File: config.mk
export PLATFORM = sky130hd
export DESIGN_NAME = egress_queue_flat
export DESIGN_NICKNAME = d
export VERILOG_FILES = /design/src/rtl/switch_pkg.sv /design/src/rtl/egress_queue_if.sv /design/src/rtl/egress_ram.sv /design/src/rtl/egress_queue.sv /design/src/flat_wrapper.sv
export SDC_FILE = /design/constraint.sdc
export NUM_CORES = 1
export LEC_CHECK = 0
export CAP_MARGIN = 5
export CORE_UTILIZATION = 29
export CTS_CLUSTER_DIAMETER = 30
export DETAILED_ROUTE_END_ITERATION = 10
export GPL_TIMING_DRIVEN = 0
export HOLD_SLACK_MARGIN = 0.02
export PLACE_DENSITY = 0.54
export SYNTH_ARGS = -nofsm -noshare
export SYNTH_HDL_FRONTEND = slang
export SYNTH_HIERARCHICAL = 1
export SYNTH_SLANG_ARGS = --single-unit
File: constraint.sdc
create_clock -name clk -period 3.8 [get_ports clk]
set_input_delay 0.57 -clock clk [delete_from_list [all_inputs] [get_ports clk]]
set_output_delay 0.57 -clock clk [all_outputs]
set_load 0.005 [all_outputs]
File: src/rtl/switch_pkg.sv
// Shared switch definitions: datapath word width and the scheduler source-select encoding.
package switch_pkg;
   localparam int WORD_W = 32;

   typedef enum logic [1:0] {
      SEL_NONE = 2'b00,
      SEL_P1   = 2'b01,
      SEL_P2   = 2'b10,
      SEL_P3   = 2'b11
   } sel_e;
endpackage

File: src/rtl/egress_queue_if.sv
// Scheduler write side and downstream egress handshake of one output port queue.
interface egress_queue_if;
   import switch_pkg::*;

   logic [WORD_W-1:0] fifo_out1, fifo_out2, fifo_out3;
   logic [1:0]        mux_sel;
   logic              out_ram_wr;
   logic              egress_valid;
   logic              egress_ready;
   logic [WORD_W-1:0] egress_data;

   modport master (output fifo_out1, fifo_out2, fifo_out3, mux_sel, out_ram_wr, egress_ready,
                   input  egress_valid, egress_data);
   modport slave  (input  fifo_out1, fifo_out2, fifo_out3, mux_sel, out_ram_wr, egress_ready,
                   output egress_valid, egress_data);
endinterface

File: src/rtl/egress_ram.sv
// Queue storage: one synchronous write port, one asynchronous (show-ahead) read port.
module egress_ram
   import switch_pkg::*;
#(
   parameter int DEPTH = 8,
   parameter int AW    = $clog2(DEPTH)
) (
   input  logic              clk,
   input  logic              we,
   input  logic [AW-1:0]     waddr,
   input  logic [WORD_W-1:0] wdata,
   input  logic [AW-1:0]     raddr,
   output logic [WORD_W-1:0] rdata
);
   logic [WORD_W-1:0] mem [DEPTH];

   always_ff @(posedge clk) begin
      if (we) mem[waddr] <= wdata;
   end

   assign rdata = mem[raddr];
endmodule

File: src/rtl/egress_queue.sv
// Per-port egress queue: selects the scheduled ingress word, queues it, presents a show-ahead head.
// Optional saturating drop counter output when EGRESS_DROP_CNT_EN is defined.
module egress_queue
   import switch_pkg::*;
#(
   parameter int         DEPTH   = 8,
   parameter logic [1:0] PORT_ID = 2'b01
) (
   input  logic                     clk,
   input  logic                     reset_n,
   egress_queue_if.slave            q,
   output logic [$clog2(DEPTH):0]   count,
   output logic                     full,
   output logic                     empty,
   output logic                     drop
`ifdef EGRESS_DROP_CNT_EN
   ,
   output logic [15:0]              drop_cnt
`endif
);
   localparam int AW = $clog2(DEPTH);
   localparam int CW = AW + 1;
   localparam logic [CW-1:0] DEPTH_C = CW'(DEPTH);

   if (DEPTH < 2 || DEPTH > 64 || (DEPTH & (DEPTH - 1)) != 0) begin : g_bad_depth
      $error("egress_queue: DEPTH must be a power of two in 2..64");
   end
   if (PORT_ID == 2'b00) begin : g_bad_port
      $error("egress_queue: PORT_ID must be 01, 10 or 11");
   end

   logic [AW-1:0]     wr_ptr, rd_ptr;
   logic [CW-1:0]     count_nxt;
   logic [WORD_W-1:0] src_word;
   logic              src_ok, push, pop, discard;

   always_comb begin
      src_word = '0;
      src_ok   = 1'b1;
      case (sel_e'(q.mux_sel))
         SEL_P1:  src_word = q.fifo_out1;
         SEL_P2:  src_word = q.fifo_out2;
         SEL_P3:  src_word = q.fifo_out3;
         default: src_ok   = 1'b0;
      endcase
   end

   // A pop frees the slot in the same cycle, so a push into a full queue survives if paired with one.
   assign pop     = !empty && q.egress_ready;
   assign push    = q.out_ram_wr && src_ok && (!full || pop);
   assign discard = q.out_ram_wr && !push;

   always_comb begin
      count_nxt = count;
      if (push && !pop)      count_nxt = count + 1'b1;
      else if (pop && !push) count_nxt = count - 1'b1;
   end

   always_ff @(posedge clk) begin
      if (!reset_n) begin
         wr_ptr <= '0;
         rd_ptr <= '0;
         count  <= '0;
         full   <= 1'b0;
         empty  <= 1'b1;
         drop   <= 1'b0;
      end else begin
         if (push) wr_ptr <= wr_ptr + 1'b1;
         if (pop)  rd_ptr <= rd_ptr + 1'b1;
         count <= count_nxt;
         full  <= (count_nxt == DEPTH_C);
         empty <= (count_nxt == '0);
         drop  <= discard;
      end
   end

`ifdef EGRESS_DROP_CNT_EN
   always_ff @(posedge clk) begin
      if (!reset_n)                           drop_cnt <= '0;
      else if (discard && drop_cnt != 16'hFFFF) drop_cnt <= drop_cnt + 1'b1;
   end
`endif

   egress_ram #(.DEPTH(DEPTH), .AW(AW)) u_ram (
      .clk   (clk),
      .we    (push && reset_n),
      .waddr (wr_ptr),
      .wdata (src_word),
      .raddr (rd_ptr),
      .rdata (q.egress_data)
   );

   assign q.egress_valid = !empty;
endmodule

File: src/flat_wrapper.sv
// flat-port wrapper written by rule: the top's interface ports become plain ports
module egress_queue_flat import switch_pkg::*;
#(
   parameter int         DEPTH   = 8,
   parameter logic [1:0] PORT_ID = 2'b01
)
  (clk, reset_n, count, full, empty, drop, q_fifo_out1, q_fifo_out2, q_fifo_out3, q_mux_sel, q_out_ram_wr, q_egress_ready, q_egress_valid, q_egress_data);
  egress_queue_if q_i ();
  input  logic clk;
  input  logic reset_n;
  output logic [$clog2(DEPTH):0] count;
  output logic full;
  output logic empty;
  output logic drop;
  input wire logic [$bits(q_i.fifo_out1)-1:0] q_fifo_out1;
  input wire logic [$bits(q_i.fifo_out2)-1:0] q_fifo_out2;
  input wire logic [$bits(q_i.fifo_out3)-1:0] q_fifo_out3;
  input wire logic [$bits(q_i.mux_sel)-1:0] q_mux_sel;
  input wire logic [$bits(q_i.out_ram_wr)-1:0] q_out_ram_wr;
  input wire logic [$bits(q_i.egress_ready)-1:0] q_egress_ready;
  output wire logic [$bits(q_i.egress_valid)-1:0] q_egress_valid;
  output wire logic [$bits(q_i.egress_data)-1:0] q_egress_data;
  assign q_i.fifo_out1 = q_fifo_out1;
  assign q_i.fifo_out2 = q_fifo_out2;
  assign q_i.fifo_out3 = q_fifo_out3;
  assign q_i.mux_sel = q_mux_sel;
  assign q_i.out_ram_wr = q_out_ram_wr;
  assign q_i.egress_ready = q_egress_ready;
  assign q_egress_valid = q_i.egress_valid;
  assign q_egress_data = q_i.egress_data;
  egress_queue #(.DEPTH(DEPTH), .PORT_ID(PORT_ID)) u_core (.clk(clk), .reset_n(reset_n), .q(q_i), .count(count), .full(full), .empty(empty), .drop(drop));
endmodule
After elaboration in Yosys (flattened, before gate mapping)
Memory sizes are Yosys's and may differ from the RTL's. A register that Yosys moved wholly into a read port is not among the register bits.
Cells that the tools add are included.
{"block": "word_totals", "reg_bits": 13, "ram_bits": 256, "out_inout_bits": 40, "elab_cells": 37, "n_memories": 1}
{"memory": "u_core.u_ram.mem", "depth": 8, "word_bits": 32, "rd": 1, "rd_ports_with_merged_regs": 1, "wr": 1, "line_no": "egress_ram.sv:15", "rtl": "logic [WORD_W-1:0] mem [DEPTH];"}
{"block": "op_classes", "addsub": 4, "eq_ne": 4, "n_mux": 8, "n_reduce_logical": 14}
{"cell": "case mux 32 bit (3 select lines)", "count": 1}
{"cell": "two-way mux 4 bit", "count": 2}
{"cell": "logical AND 1 bit", "count": 7}
{"cell": "adder 3 x 1 -> 3 bit (second input constant)", "count": 2}
{"cell": "two-way mux 3 bit", "count": 2}
{"cell": "adder 4 x 1 -> 4 bit (second input constant)", "count": 1}
{"cell": "== test 2 bit (second input constant)", "count": 2}
{"cell": "== test 4 bit (second input constant)", "count": 1}
{"cell": "logical NOT 1 bit", "count": 4}
{"cell": "logical NOT 4 bit", "count": 1}
{"cell": "subtractor 4 x 1 -> 4 bit (second input constant)", "count": 1}
{"cell": "two-way mux 1 bit", "count": 3}
{"cell": "OR reduction 3 bit", "count": 1}
{"cell": "== test 2 x 1 -> 1 bit (second input constant)", "count": 1}
{"cell": "logical OR 1 bit", "count": 1}

Logic depth before layout (Yosys ltp)
Gate-level depths: netlist (run 1).
{"block": "logic_depth", "depth_word": 10, "depth_mapped": 7, "mapped_depth_nobuf": 5}

By module
The synthesis (run 1) kept the hierarchy.
{"mod": "egress_ram", "instances": 1, "cells_per_inst": 383, "area_each_um2": 9825.7, "seq_area_each_um2": 7687.4}
{"mod": "egress_queue", "instances": 1, "cells_per_inst": 145, "area_each_um2": 1385.1, "seq_area_each_um2": 260.2}

Worst setup path before layout (run 1)
OpenSTA, ideal clock, no wires.
{"block": "synth_timing", "path_kind": "input to register", "start": "in q_mux_sel[1]", "end": "mem u_core.u_ram.mem[0][0], enable pin", "setup_ns": 0.461, "arrival_time_ns": 3.585, "required_ns": 3.339, "slack_ns": -0.246, "path_stages": 6, "path_cell_list": "buf_4 o21ai_4 a21oi_1 and2_1 nand2b_1 nor3_1"}
{"block": "synth_via", "elab_chain_cells": 8, "elab_cells_between_ends": 10, "cone_classes": "eq/ne: 3; mux: 3; reduce/logical: 4"}
{"item": "from (decl)", "line_no": "flat_wrapper.sv:18", "rtl": "input wire logic [$bits(q_i.mux_sel)-1:0] q_mux_sel;"}
{"item": "== test 2 x 1 -> 1 bit or == test 2 bit (tied branches)", "line_no": "egress_queue.sv:40", "rtl": "case (sel_e'(q.mux_sel))"}
{"item": "OR reduction 3 bit (no line) *"}
{"item": "two-way mux 1 bit *", "line_no": "egress_queue.sv:40"}
{"item": "logical AND 1 bit * (2 in series)", "line_no": "egress_queue.sv:50", "rtl": "assign push = q.out_ram_wr && src_ok && (!full || pop);"}
{"item": "logical AND 1 bit *", "line_no": "egress_queue.sv:86", "rtl": ".we (push && reset_n),"}
{"item": "two-way mux 1 bit *", "line_no": "egress_ram.sv:18", "rtl": "if (we) mem[waddr] <= wdata;"}
{"item": "two-way mux 1 bit (not written as such) *", "line_no": "egress_ram.sv:18"}
{"item": "to (decl)", "line_no": "egress_ram.sv:15"}
Mark *: on every way between the ends. The rest lies on a longest branch, timed or not.

==> out/qor.txt, run 1 <==
Die height - 199 microns
Final design area excluding fillers - 15400 sq um
Io pins - 142
Antenna fix cells - 0
Seq cells post-synth - 269
Synth top area cells - edfxtp_1 (69%), mux4_1 (9.4%), mux2_2 (6.3%)
Initial core utilization - 29.6%
PortBufs - 139
Run status - complete, no violations
CTS root buf - clkbuf_16
Prevailing post-synth register cell - edfxtp_1
Synthesis Warnings - 6
Clk_skew - 15.3 ps
Synthesized area per cell - 21.2 sq um
Sequential fraction of the synthesis area - 70.9%
Core Box Area - 37800 sq um
Switching Fraction - 20.8%
Chip width - 199 microns
Crit path DAT - 2940 ps
Setup ws final - 289 ps
CTS Buf Count - 52
Vias - 5993
Antenna Nets Post-Route - 0
Gate power share - 11.2%
Starting DRT DRC Count - 421
Area delta synth->final - 37.0%
Hold slack - 498 ps
CP endpoint kind - primary output
Post-synth EDFFs - 256
Grt ovf - 0
RSZ-0062 raised after global routing - false
Synth cell types - 40
WL met3 - 1410 microns
Max VDD drop - 332 uV
Seq. cell area - 7950 sq um
Skew-Pair Late Insertion Delay - 540 ps
Post-synth net total - 634
Share of power burned in registers - 37.4%
Hold Fails Final Rpt - 0
Layout Utilization - 40.6%
Nets@finish - 838
DR top layer - met4
Pwr dens - 590 nW/um^2
Dominant cell type by area after synthesis - edfxtp_1
Clock power frac - 51.4%
Max Slew Vio Count - 0
Residual DRC count - 0
Max Freq - 285 MHz
First-pass GRT wire length - 39200 microns
Pre-CTS setup slack - 202 ps
CTS sink count - 269
Tot GR Track Use - 13.9%
Cell Area, Placed - 13600 sq um
Pint - 0.00717 W
Mapped Cells - 528
1st-pass router iterations - 4
Post-Route WL - 27300 microns
Post-CTS setup buffer count - 0
Setup violators final - 0
CP max FO - 10
Fillers - 3449
Cells after DPL - 1189
CTS clk-pin slew, worst paths - 40 ps
Worst slew pin tran - 1070 ps
Tcrit/Tclk final - 92.4%
Met2 wire len - 13200 microns
CP Class - reg2out
Post-CTS Resized - 0
Final Instance Count excl. Fillers - 1284
Largest net degree at the start of global routing - 24
Vias/cell - 4.67
Sw Pwr - 0.00189 W
Drt wl/cell - 21.3 microns
Synth async-reset ratio - 0%
Cell Area, Synth - 11200 sq um
CTS tree - done
Fin crit period - 3510 ps
Clock buffer depth - 3
Wl on met1 - 12100 microns
Hold_buf cts - 0
Final HPWL DP - 17500 microns
Max Cap Viol - 0
HP Class - reg2reg
Vias in the first global route - 6145
Max transition margin - 29.0%
Global placer's final weighted congestion - 0.675
Crit path required time - 3230 ps
# rows - 71
Startpoint types - register
Proportion of layout cells with a drive suffix above 1 - 26.6%
Die ar. - 39400 sq um
Initial antenna violation count - 0
P_leak - 5.11 nW
H-tree depth - 2
Multi-input logic area - 3120 sq um
Yosys top cell area share - 68.6%
-- registers in the layout, summed over array words and instances (netlist names) --
signal	count
u_core/drop	1
u_core/u_ram/mem	256
u_core/wr_ptr	3
u_core/full	1
u_core/count	4
u_core/empty	1
u_core/rd_ptr	3
-- cells by family after synthesis --
group	share of synthesized area [%]
flip-flops	70.9
multiplexers	20.7
buffers and inverters	1.87
adder cells (fa/ha/maj)	0.446
AND/OR/NAND/NOR	2.13
AO/OA/AOI/OAI	3.40
XOR/XNOR	0.536
-- stage by stage --
stage,power [W],TNS (ps)
floorplan,0.00399,0
global placement,0.00445,-362160
detailed placement,0.00447,0
CTS,0.00916,0
global route,0.00937,0
finish,0.00906,0
-- synth_stat cells, types with 4 or more instances --
library cell and number:
edfxtp_1 256, mux2_2 63, mux4_1 40, a22o_1 32
mux4_2 24, dfxtp_1 13, clkbuf_1 12, buf_6 8
nor2_1 8, and2_1 7, nand2_1 7, buf_2 6
buf_1 4, ha_1 4, inv_1 4, nand2b_1 4
xnor2_1 4
-- critical path, stage by stage, from the launching register on --
cell and delay [ps]:
dfxtp_1 340, clkbuf_1 490, buf_2 450, mux4_2 360, mux2_2 320, clkdlybuf4s50_1 460
-- placed cells by master, fill, tap and decap left out, drive strengths merged, types with 2 or more instances in the layout --
master,netlist,routed
a22o,32,32
a22oi,2,2
and2,8,8
and3,3,3
buf,20,31
bufinv,0,10
clkbuf,12,77
clkdlybuf4s50,0,139
clkinv,0,19
dfxtp,13,13
edfxtp,256,256
ha,4,4
inv,4,4
mux2,64,64
mux4,64,64
nand2,7,7
nand2b,4,4
nor2,8,8
nor2b,3,3
nor3,4,4
o21ai,4,4
xnor2,5,5
-- final timing paths --
kind                    start                       to  slack [ps]  cells after the start
max          u_core/rd_ptr[2]        q_egress_data[29]         290                      5
min          u_core/rd_ptr[1]         u_core/rd_ptr[1]         500                      2
max reg2reg      u_core/empty  u_core/u_ram/mem[0][15]         870                      7
min reg2reg  u_core/rd_ptr[1]         u_core/rd_ptr[1]         500                      2
-- per-layer routing --
metal,GRT usage [%],vias up
li1,-,2676
met1,18.8,3083
met2,22.5,189
met3,2.63,45
met4,4.64,0
met5,0,-
-- power by group through the flow --
stage	Combinational, W	Sequential (W)	Clock, W
2_1_floorplan	0.000562	0.00343	0
6_report	0.00101	0.00339	0.00466
3_5_place_dp	0.00103	0.00344	0
4_1_cts	0.00104	0.00339	0.00474
5_1_grt	0.00109	0.00339	0.00489
3_3_place_gp	0.00101	0.00344	0
-- area by class of cell --
cell class,instances,area share (%)
clock buffer,65,9.07
buffer,32,1.27
timing repair buffer,150,10.7
multi-input combinational,223,20.3
inverter,4,0.0977
sequential,269,51.7
clock inverter,30,2.70
tap,511,4.16
Power figures use the tool's default switching activity.
==> inputs of run 2 (changes only) <==
ABC_AREA = 0   (was unset)
==> results of run 2 <==
Same layout as run 1: the final DEF is identical, and so are final timing and power.
